===== config.mk =====
export PLATFORM = sky130hd
export DESIGN_NAME = sel_mux_stage
export DESIGN_NICKNAME = d
export VERILOG_FILES = /design/src/rtl/sel_mux_stage.sv
export SDC_FILE = /design/constraint.sdc
export NUM_CORES = 1
export LEC_CHECK = 0
export BUFFER_PORTS_ARGS = -buffer_cell sky130_fd_sc_hd__buf_2
export CAP_MARGIN = 20
export CORE_AREA = 4 4 41 43
export CTS_CLUSTER_DIAMETER = 150
export DETAILED_ROUTE_END_ITERATION = 10
export DIE_AREA = 0 0 45 47
export PLACE_DENSITY_LB_ADDON = 0.05
export SLEW_MARGIN = 25
export SYNTH_ARGS = -nofsm -noshare
export SYNTH_HDL_FRONTEND = slang
export SYNTH_SLANG_ARGS = --single-unit

===== constraint.sdc =====
create_clock -name clk -period 1.35 [get_ports clk]
set_input_delay 0.135 -clock clk [delete_from_list [all_inputs] [get_ports clk]]
set_output_delay 0.135 -clock clk [all_outputs]
set_load 0.03 [all_outputs]

===== src/rtl/sel_mux_stage.sv =====
// N:1 select stage with a registered, handshaked output; fixed-select or round-robin grant.
// Define SEL_MUX_SKID_EN to add a one-entry skid register that decouples in_ready from out_ready.
module sel_mux_stage #(
   parameter  int WIDTH   = 5,
   parameter  int NUM_IN  = 2,
   parameter  int RR_MODE = 0,
   localparam int SEL_W   = $clog2(NUM_IN)
) (
   input  logic                    clk,
   input  logic                    rst_n,
   input  logic                    flush,
   input  logic [SEL_W-1:0]        sel,
   input  logic [NUM_IN*WIDTH-1:0] in_data,
   input  logic [NUM_IN-1:0]       in_valid,
   output logic [NUM_IN-1:0]       in_ready,
   output logic [WIDTH-1:0]        out_data,
   output logic [SEL_W-1:0]        out_sel,
   output logic                    out_valid,
   input  logic                    out_ready
);

   logic [SEL_W-1:0] ptr;
   logic [SEL_W-1:0] gnt;
   logic             gnt_vld;
   logic [WIDTH-1:0] gnt_data;
   logic             load_en;
   logic             accept_ok;
   logic             xfer;

   assign load_en = !out_valid || out_ready;

`ifdef SEL_MUX_SKID_EN
   logic             skid_valid;
   logic [WIDTH-1:0] skid_data;
   logic [SEL_W-1:0] skid_sel;

   assign accept_ok = !skid_valid && !flush;
`else
   assign accept_ok = load_en && !flush;
`endif

   // Grant: fixed channel from sel, or first valid channel at/after ptr.
   always_comb begin
      int               idx;
      logic [SEL_W-1:0] idx_s;
      gnt     = '0;
      gnt_vld = 1'b0;
      idx     = 0;
      idx_s   = '0;
      if (RR_MODE == 0) begin
         gnt     = sel;
         gnt_vld = (int'(sel) < NUM_IN);
      end else begin
         for (int k = 0; k < NUM_IN; k++) begin
            idx = int'(ptr) + k;
            if (idx >= NUM_IN) idx = idx - NUM_IN;
            idx_s = idx[SEL_W-1:0];
            if (!gnt_vld && in_valid[idx_s]) begin
               gnt_vld = 1'b1;
               gnt     = idx_s;
            end
         end
      end
   end

   always_comb begin
      in_ready = '0;
      gnt_data = '0;
      for (int i = 0; i < NUM_IN; i++) begin
         if (int'(gnt) == i) begin
            in_ready[i] = rst_n && gnt_vld && accept_ok;
            gnt_data    = in_data[i*WIDTH +: WIDTH];
         end
      end
   end

   // in_ready is one-hot, so any matching valid bit is the granted transfer
   assign xfer = |(in_valid & in_ready);

   // Output register stage; a new beat may load as the old one leaves.
   always_ff @(posedge clk or negedge rst_n) begin
      if (!rst_n) begin
         out_valid <= 1'b0;
         out_data  <= '0;
         out_sel   <= '0;
         ptr       <= '0;
`ifdef SEL_MUX_SKID_EN
         skid_valid <= 1'b0;
`endif
      end else begin
`ifdef SEL_MUX_SKID_EN
         if (flush) begin
            out_valid  <= 1'b0;
            skid_valid <= 1'b0;
         end else if (load_en) begin
            if (skid_valid) begin
               out_valid  <= 1'b1;
               out_data   <= skid_data;
               out_sel    <= skid_sel;
               skid_valid <= 1'b0;
            end else if (xfer) begin
               out_valid <= 1'b1;
               out_data  <= gnt_data;
               out_sel   <= gnt;
            end else begin
               out_valid <= 1'b0;
            end
         end else if (xfer) begin
            skid_valid <= 1'b1;
         end
`else
         if (flush) begin
            out_valid <= 1'b0;
         end else if (xfer) begin
            out_valid <= 1'b1;
            out_data  <= gnt_data;
            out_sel   <= gnt;
         end else if (out_ready) begin
            out_valid <= 1'b0;
         end
`endif
         if (xfer && (RR_MODE != 0)) begin
            ptr <= (int'(gnt) == NUM_IN - 1) ? '0 : gnt + SEL_W'(1);
         end
      end
   end

`ifdef SEL_MUX_SKID_EN
   // Skid payload stage: captured only when a beat is accepted during a stall.
   always_ff @(posedge clk) begin
      if (!flush && !load_en && xfer) begin
         skid_data <= gnt_data;
         skid_sel  <= gnt;
      end
   end
`endif

endmodule


==> summary.md, run 1 <==
| Metric | Value |
|---|---|
| Maximum clock frequency | `820 MHz` |
| Number of detailed-routing iterations run before antenna repair | `1` |
| Number of sinks handled by clock tree synthesis | `7` |
| Initial antenna violation count | `0` |
| CTS Buf Count | `3` |
| Worst-Margin Slew | `0.152 ns` |
| Setup violators final | `0` |
| Pin count of the biggest net entering global routing | `9` |
| Core Util, Final | `46.7%` |
| Post-synth design cell area | `414 um^2` |
| Die span in y | `47 um` |
| Xor/xnor cell area share of the yosys netlist | `0%` |
| Root Buffer | `sky130_fd_sc_hd__clkbuf_4` |
| Headroom to the max-slew limit | `89.8%` |
| Leakage power of the design | `0.318 nW` |
| Crit Reg-Reg Startpoint | `out_valid$_DFFE_PN0P_` |
| Detail Route Antenna Nets | `0` |
| Global-route wire length before repair | `1900 um` |
| Share of synthesized cell area in full adder, half adder and majority cells | `0%` |
| Area fraction in compound gates after synthesis | `5.44%` |
| Critical path class | `reg -> out` |
| Number of DRC violations after detailed-routing iteration 0 | `0` |
| Number of pins with negative max-slew slack in the final report | `0` |
| Worst clock skew on the final layout | `0.00453 ns` |
| Layout Nets | `80` |
| Cell breakdown of the critical path | `nand2b_4, and3_2, buf_4` |
| Run status | `completed` |
| Post-route standard cell area excluding fillers | `608 um^2` |
| Proportion of synthesized area in mux cells | `35.3%` |
| Depth of the CTS H-tree | `1` |
| Crit path buf inv count | `1` |
| Routed length per instance | `14.2 um` |
| Part of the total power dissipated in the clock network | `25.3%` |
| Global-route total usage across every layer | `12.8%` |
| Count of inserted antenna diode cells | `0` |
| Num rows | `13` |
| Cell taking the most area after synthesis | `sky130_fd_sc_hd__dfrtp_1` |
| Layout Area Growth over Synthesis | `46.8%` |
| Category of cells accounting for the largest share of critical-path delay | `flip-flops` |
| Netlist cell types | `15` |
| Worst setup path startpoint | `out_valid$_DFFE_PN0P_` |
| DP HPWL | `923 um` |
| Leftover overflow at the end of global routing | `0` |
| Routability congestion estimate | `0.767` |
| Hold Crit Start | `flush` |
| Post-Synthesis Mean Instance Area | `13.4 um^2` |
| Kind of start point of the critical path | `flip-flop` |
| Post-detailed-route via-to-cell ratio | `4.69` |
| Synth Area in Simple Gates | `10.6%` |
| Share of Yosys cell area claimed by the top area cell type | `42.3%` |
| Switching Fraction | `33.7%` |
| I/O Buffers | `25` |
| Critical Path Sink Type | `primary output` |
| Number of buffers on the longest clock path | `2` |
| Synth Register Bits | `7` |
| Total Power Consumption | `0.000750 W` |
| Required time at the worst-slack endpoint | `1.22 ns` |
| Total net switching power | `0.000253 W` |
| Number of cells produced by synthesis | `31` |
| Final number of hold-violating endpoints | `0` |
| Via count of the first global-routing pass | `429` |
| Worst Path Max Fanout | `6` |
| Number of DRC violations after detailed routing | `0` |
| Die footprint | `2120 um^2` |
| Final hold slack | `0.0753 ns` |
| Syn Nets | `48` |
| Die Span X | `45 um` |
| Warnings from Yosys | `0` |
| Number of primary I/O pins | `26` |
| Total power density per cell area | `1230 nW/um^2` |
| Share of cells above drive strength 1 | `74.2%` |
| Vias | `361` |
| CTS tree | `done` |
| Setup repair after global routing missed its margin | `false` |
| Placeable Area | `1300 um^2` |
| Main area contributors after synthesis | `sky130_fd_sc_hd__dfrtp_1, sky130_fd_sc_hd__mux2_4, sky130_fd_sc_hd__mux2_2` |
| Setup Fix Bufs, Post-CTS | `0` |
| Largest family of logic cells by synthesized area | `multiplexers` |
| Max-cap viol count | `0` |
| Arrival time of the worst setup path | `1.08 ns` |
| Final critical-path share of the clock period | `90.3%` |
| Fin Setup TNS | `0 ns` |
| Min Tclk post-route | `1.22 ns` |
| Peak supply drop | `0.000518 V` |
| Total routed wirelength | `1090 um` |
| Part of the total power dissipated in combinational logic | `37.9%` |
| Hold crit path type | `in -> reg` |
| Largest incremental delay on the critical path | `0.42 ns` |
| Flop pwr share | `36.8%` |
| Clock transition at the registers of the reported paths | `0.06 ns` |
| Clk Latency, worst-skew pair | `0.25 ns` |
| Cell Int Power | `0.000497 W` |
| Share of the yosys chip area belonging to registers | `42.3%` |
| Starting density of the core | `31.8%` |
| Slowest cell on the critical path | `sky130_fd_sc_hd__dfrtp_2` |
| Post-placement cell area | `567 um^2` |
## power by group through the flow
stage / Combinational, W / Clock, W / Sequential [W]
3_5_place_dp: 0.000285 / 0 / 0.000277
2_1_floorplan: 0.000106 / 0 / 0.000364
4_1_cts: 0.000287 / 0.000199 / 0.000275
5_1_grt: 0.000301 / 0.000212 / 0.000283
6_report: 0.000284 / 0.000190 / 0.000276
3_3_place_gp: 0.000278 / 0 / 0.000276
## cell usage after synthesis
cell / number
sky130_fd_sc_hd__a31oi_1: 1
sky130_fd_sc_hd__nor2_1: 1
sky130_fd_sc_hd__a2bb2oi_1: 1
sky130_fd_sc_hd__nor2b_1: 1
sky130_fd_sc_hd__dfrtp_1: 7
sky130_fd_sc_hd__o21bai_1: 1
sky130_fd_sc_hd__inv_1: 1
sky130_fd_sc_hd__nand3_1: 1
sky130_fd_sc_hd__buf_6: 2
sky130_fd_sc_hd__and3_2: 1
sky130_fd_sc_hd__nand2_1: 1
sky130_fd_sc_hd__nand2b_1: 1
sky130_fd_sc_hd__mux2_4: 6
sky130_fd_sc_hd__and3_4: 1
sky130_fd_sc_hd__mux2_2: 5
## per-layer routing
| metal | routed length [um] | part of all wire, % | global-route usage (%) |
|---|---|---|---|
| met5 | 0 | 0 | 0 |
| met1 | 404 | 37 | 12.9 |
| met3 | 96 | 8.8 | 6.13 |
| met4 | 17 | 1.6 | 5.85 |
| met2 | 573 | 53 | 22.6 |
## worst register-to-register path, stage by stage (launching register included)
cell	delay, ns
sky130_fd_sc_hd__dfrtp_2	0.42
sky130_fd_sc_hd__nand2b_4	0.10
sky130_fd_sc_hd__and3_4	0.25
sky130_fd_sc_hd__mux2_4	0.31
## worst paths after layout
kind,to,slack [ns],depth (start not counted)
worst max-delay path,in_ready[1],0.13,3
worst min-delay path,out_valid$_DFFE_PN0P_,0.08,2
worst max register to register,out_data[1]$_DFFE_PN0P_,0.15,3
worst min register to register,out_data[1]$_DFFE_PN0P_,0.50,1
max in group asynchronous,out_valid$_DFFE_PN0P_,0.89,3
min in group asynchronous,out_data[0]$_DFFE_PN0P_,0.33,3
## repair_timing
action | in CTS | in global routing
gates resized for setup | 1 | 3
endpoints found under the hold margin | 7 | 0
gates cloned | 0 | 0
setup endpoints to repair | 1 | 2
hold buffers | 1 | 0
pin swaps | 0 | 1
## logic make-up (layout without fill, tap and decap cells)
kind of cell / count (synthesis) / count (layout)
multiplexers: 11 / 11
AO/OA/AOI/OAI: 3 / 3
AND/OR/NAND/NOR: 7 / 7
buffers and inverters: 3 / 34
flip-flops: 7 / 7
## cell type report
class / instances / area (um^2)
fillers: 140 / 693
clock buffers: 4 / 26.3
inverters: 1 / 3.75
multi-input cells: 21 / 220
flip-flops and latches: 7 / 176
well taps: 15 / 18.8
repair buffers: 29 / 163
## cell usage in the layout, fill, tap and decap left out, drive strengths merged
cell type / n
o21bai: 1
buf: 28
nand2b: 1
inv: 1
and3: 2
nor2: 1
a2bb2oi: 1
nand3: 1
a31oi: 1
nand2: 1
dlygate4sd3: 1
dfrtp: 7
nor2b: 1
clkbuf: 4
mux2: 11
## registers in the layout, indices dropped and copies added (netlist names)
name / count
out_valid: 1
out_sel: 1
out_data: 5
## through the flow
stage / instances / setup slack [ns]
floorplan: 31 / 0.00309
global placement: 73 / 0.180
detailed placement: 73 / 0.142
CTS: 78 / 0.00270
global route: 77 / 0.0326
finish: 77 / 0.131
No activity file was read; power rests on OpenSTA's default activity.
==> inputs of run 2 (changes only) <==
--- a/config.mk
+++ b/config.mk
@@ -12,6 +12,7 @@
 export DETAILED_ROUTE_END_ITERATION = 10
 export DIE_AREA = 0 0 45 47
 export PLACE_DENSITY_LB_ADDON = 0.05
+export REMOVE_ABC_BUFFERS = 1
 export SLEW_MARGIN = 25
 export SYNTH_ARGS = -nofsm -noshare
 export SYNTH_HDL_FRONTEND = slang
==> run 2 against run 1 <==
Compared with the run above: critical path depth grew 1; setup slack lost 0.070 ns; total power grew 0.58%; count of clock-buffer cells in the layout is the same; utilization grew 1.2 points; cell area grew 2.5%; critical path type unchanged; critical endpoint unchanged; highest routed layer is now met3.
==> summary.md, run 2 (synthesized netlist as in run 1, its figures left out) <==
| Metric | Value |
|---|---|
| Peak supply drop | `0.000511 V (was 0.000518 V)` |
| Starting density of the core | `31.8% (unchanged)` |
| Total routed wirelength | `1010 um (was 1090 um)` |
| Number of buffers on the longest clock path | `2 (unchanged)` |
| Clk Latency, worst-skew pair | `0.25 ns (about the same)` |
| Max-cap viol count | `0 (unchanged)` |
| Category of cells accounting for the largest share of critical-path delay | `flip-flops (unchanged)` |
| Crit Reg-Reg Startpoint | `out_valid$_DFFE_PN0P_ (unchanged)` |
| Run status | `completed (unchanged)` |
| Setup violators final | `0 (unchanged)` |
| Post-detailed-route via-to-cell ratio | `4.56 (was 4.69)` |
| Min Tclk post-route | `1.29 ns (was 1.22 ns)` |
| Reg-to-reg critical path endpoint | `out_data[3]$_DFFE_PN0P_ (was out_data[1]$_DFFE_PN0P_)` |
| Routability congestion estimate | `0.884 (was 0.767)` |
| Leakage power of the design | `0.322 nW (was 0.318 nW)` |
| Core Util, Final | `47.9% (was 46.7%)` |
| Via count of the first global-routing pass | `409 (was 429)` |
| R2R depth | `3 (unchanged)` |
| Pin count of the biggest net entering global routing | `9 (unchanged)` |
| Worst path most repeated cell | `sky130_fd_sc_hd__buf_6` |
| Layout Area Growth over Synthesis | `50.5% (was 46.8%)` |
| Count of inserted antenna diode cells | `0 (unchanged)` |
| Number of DRC violations after detailed-routing iteration 0 | `0 (unchanged)` |
| Largest register by flop count | `out_data (unchanged)` |
| Global-route wire length before repair | `1690 um (was 1900 um)` |
| Clock transition at the registers of the reported paths | `0.05 ns (was 0.06 ns)` |
| Terminating pin of the worst hold path | `out_valid$_DFFE_PN0P_ (unchanged)` |
| Initial antenna violation count | `0 (unchanged)` |
| Detail Route Antenna Nets | `0 (unchanged)` |
| Placeable Area | `1300 um^2 (unchanged)` |
| Global-route total usage across every layer | `11.4% (was 12.8%)` |
| Depth of the CTS H-tree | `1 (unchanged)` |
| Kind of start point of the critical path | `flip-flop (unchanged)` |
| Number of DRC violations after detailed routing | `0 (unchanged)` |
| Number of pins with negative max-slew slack in the final report | `0 (unchanged)` |
| Slowest cell on the critical path | `sky130_fd_sc_hd__dfrtp_1 (was sky130_fd_sc_hd__dfrtp_2)` |
| Worst Hold Path Cells | `2 (unchanged)` |
| Largest incremental delay on the critical path | `0.37 ns (was 0.42 ns)` |
| Number of primary I/O pins | `26 (unchanged)` |
| Worst setup path startpoint | `out_valid$_DFFE_PN0P_ (unchanged)` |
| Layout Nets | `81 (was 80)` |
| Largest registers | `out_data (5), out_sel (1), out_valid (1) (unchanged)` |
| Crit path buf inv count | `2 (was 1)` |
| Number of sinks handled by clock tree synthesis | `7 (unchanged)` |
| Number of flip-flops under the largest register name | `5 (unchanged)` |
| Vias | `356 (was 361)` |
| Routed length per instance | `13.0 um (was 14.2 um)` |
| Critical path class | `reg -> out (unchanged)` |
| Die span in y | `47 um (unchanged)` |
| Hold Crit Start | `flush (unchanged)` |
| Worst-Margin Slew | `0.168 ns (was 0.152 ns)` |
| Num rows | `13 (unchanged)` |
| Total power density per cell area | `1210 nW/um^2 (was 1230 nW/um^2)` |
| Maximum clock frequency | `776 MHz (was 820 MHz)` |
| Worst Path Max Fanout | `5 (was 6)` |
| Arrival time of the worst setup path | `1.15 ns (was 1.08 ns)` |
| Die footprint | `2120 um^2 (unchanged)` |
| Reg-to-reg setup timing slack | `0.17 ns (was 0.15 ns)` |
| CTS Buf Count | `3 (unchanged)` |
| Share of cells above drive strength 1 | `74.6% (was 74.2%)` |
| Hold crit path type | `in -> reg (unchanged)` |
| Cell breakdown of the critical path | `nand2b_1, buf_6, and3_2, buf_6 (was nand2b_4, and3_2, buf_4)` |
| Leftover overflow at the end of global routing | `0 (unchanged)` |
| I/O Buffers | `25 (unchanged)` |
| Die Span X | `45 um (unchanged)` |
| Critical Path Sink Type | `primary output (unchanged)` |
| Worst clock skew on the final layout | `0.000218 ns (was 0.00453 ns)` |
| Commonest non-fill, non-tap cells in the layout | `sky130_fd_sc_hd__buf_2, sky130_fd_sc_hd__dfrtp_1, sky130_fd_sc_hd__mux2_4 (was sky130_fd_sc_hd__buf_2, sky130_fd_sc_hd__mux2_4, sky130_fd_sc_hd__dfrtp_1)` |
| Final critical-path share of the clock period | `95.5% (was 90.3%)` |
| Total Power Consumption | `0.000754 W (was 0.000750 W)` |
| CTS tree | `done (unchanged)` |
| DP HPWL | `806 um (was 923 um)` |
| Root Buffer | `sky130_fd_sc_hd__clkbuf_4 (unchanged)` |
| Final number of hold-violating endpoints | `0 (unchanged)` |
| Headroom to the max-slew limit | `88.8% (was 89.8%)` |
| Number of detailed-routing iterations run before antenna repair | `1 (unchanged)` |
| Commonest non-fill, non-tap cell in the layout | `sky130_fd_sc_hd__buf_2 (unchanged)` |
| Required time at the worst-slack endpoint | `1.22 ns (about the same)` |
run 2: worst max-delay path by stage:
stage	endpoint	slack, ns	depth (start not counted)
CTS	in_ready[1]	0.002	4
finish	in_ready[1]	0.06	4
detailed placement	out_data[0]$_DFFE_PN0P_	0.16	4
floorplan	out_data[0]$_DFFE_PN0P_	0.01	3
global placement	out_data[2]$_DFFE_PN0P_	0.18	4
global route	in_ready[0]	-0.02	5
run 2: cell type report:
class | instances | area (um^2)
Tap cell | 15 | 18.8
Fill cell | 133 | 678
Multi-Input combinational cell | 21 | 218
Timing Repair Buffer | 30 | 181
Sequential cell | 7 | 175
Clock buffer | 4 | 26.3
Inverter | 1 | 3.75
run 2: repair_timing:
| action | 4_1_cts | 5_1_grt |
|---|---|---|
| endpoints found under the hold margin | 7 | 0 |
| hold buffers | 1 | 0 |
| gates resized for setup | 0 | 9 |
| endpoints found under the setup margin | 0 | 2 |
| buffers inserted | 0 | 0 |
run 2: power breakdown:
group          internal, W  switching, W  leakage (nW)
clock             0.000113     0.0000791        0.0150
combinational     0.000134      0.000155         0.221
sequential        0.000252     0.0000206        0.0860
total             0.000499      0.000255         0.322
run 2: metrics by stage:
step	cells	setup TNS (ns)	worst slack, ns	hold WS [ns]	area, um^2
final	78	0	0.0614	0.0834	623
after floorplan	29	0	0.00951	-0.161	392
after global routing	78	-0.0222	-0.0222	0.0906	623
after global placement	73	0	0.177	0.0515	566
after CTS	78	0	0.00244	0.0741	602
after detailed placement	73	0	0.162	0.0659	566
run 2: layer usage:
layer | vias to the layer above | track usage [%] | share of wire (%)
met2 | 18 | 20.1 | 51
met5 | - | 0 | 0
li1 | 172 | - | -
met1 | 166 | 12.5 | 37
met4 | 0 | 7.02 | 0
met3 | 0 | 2.30 | 11
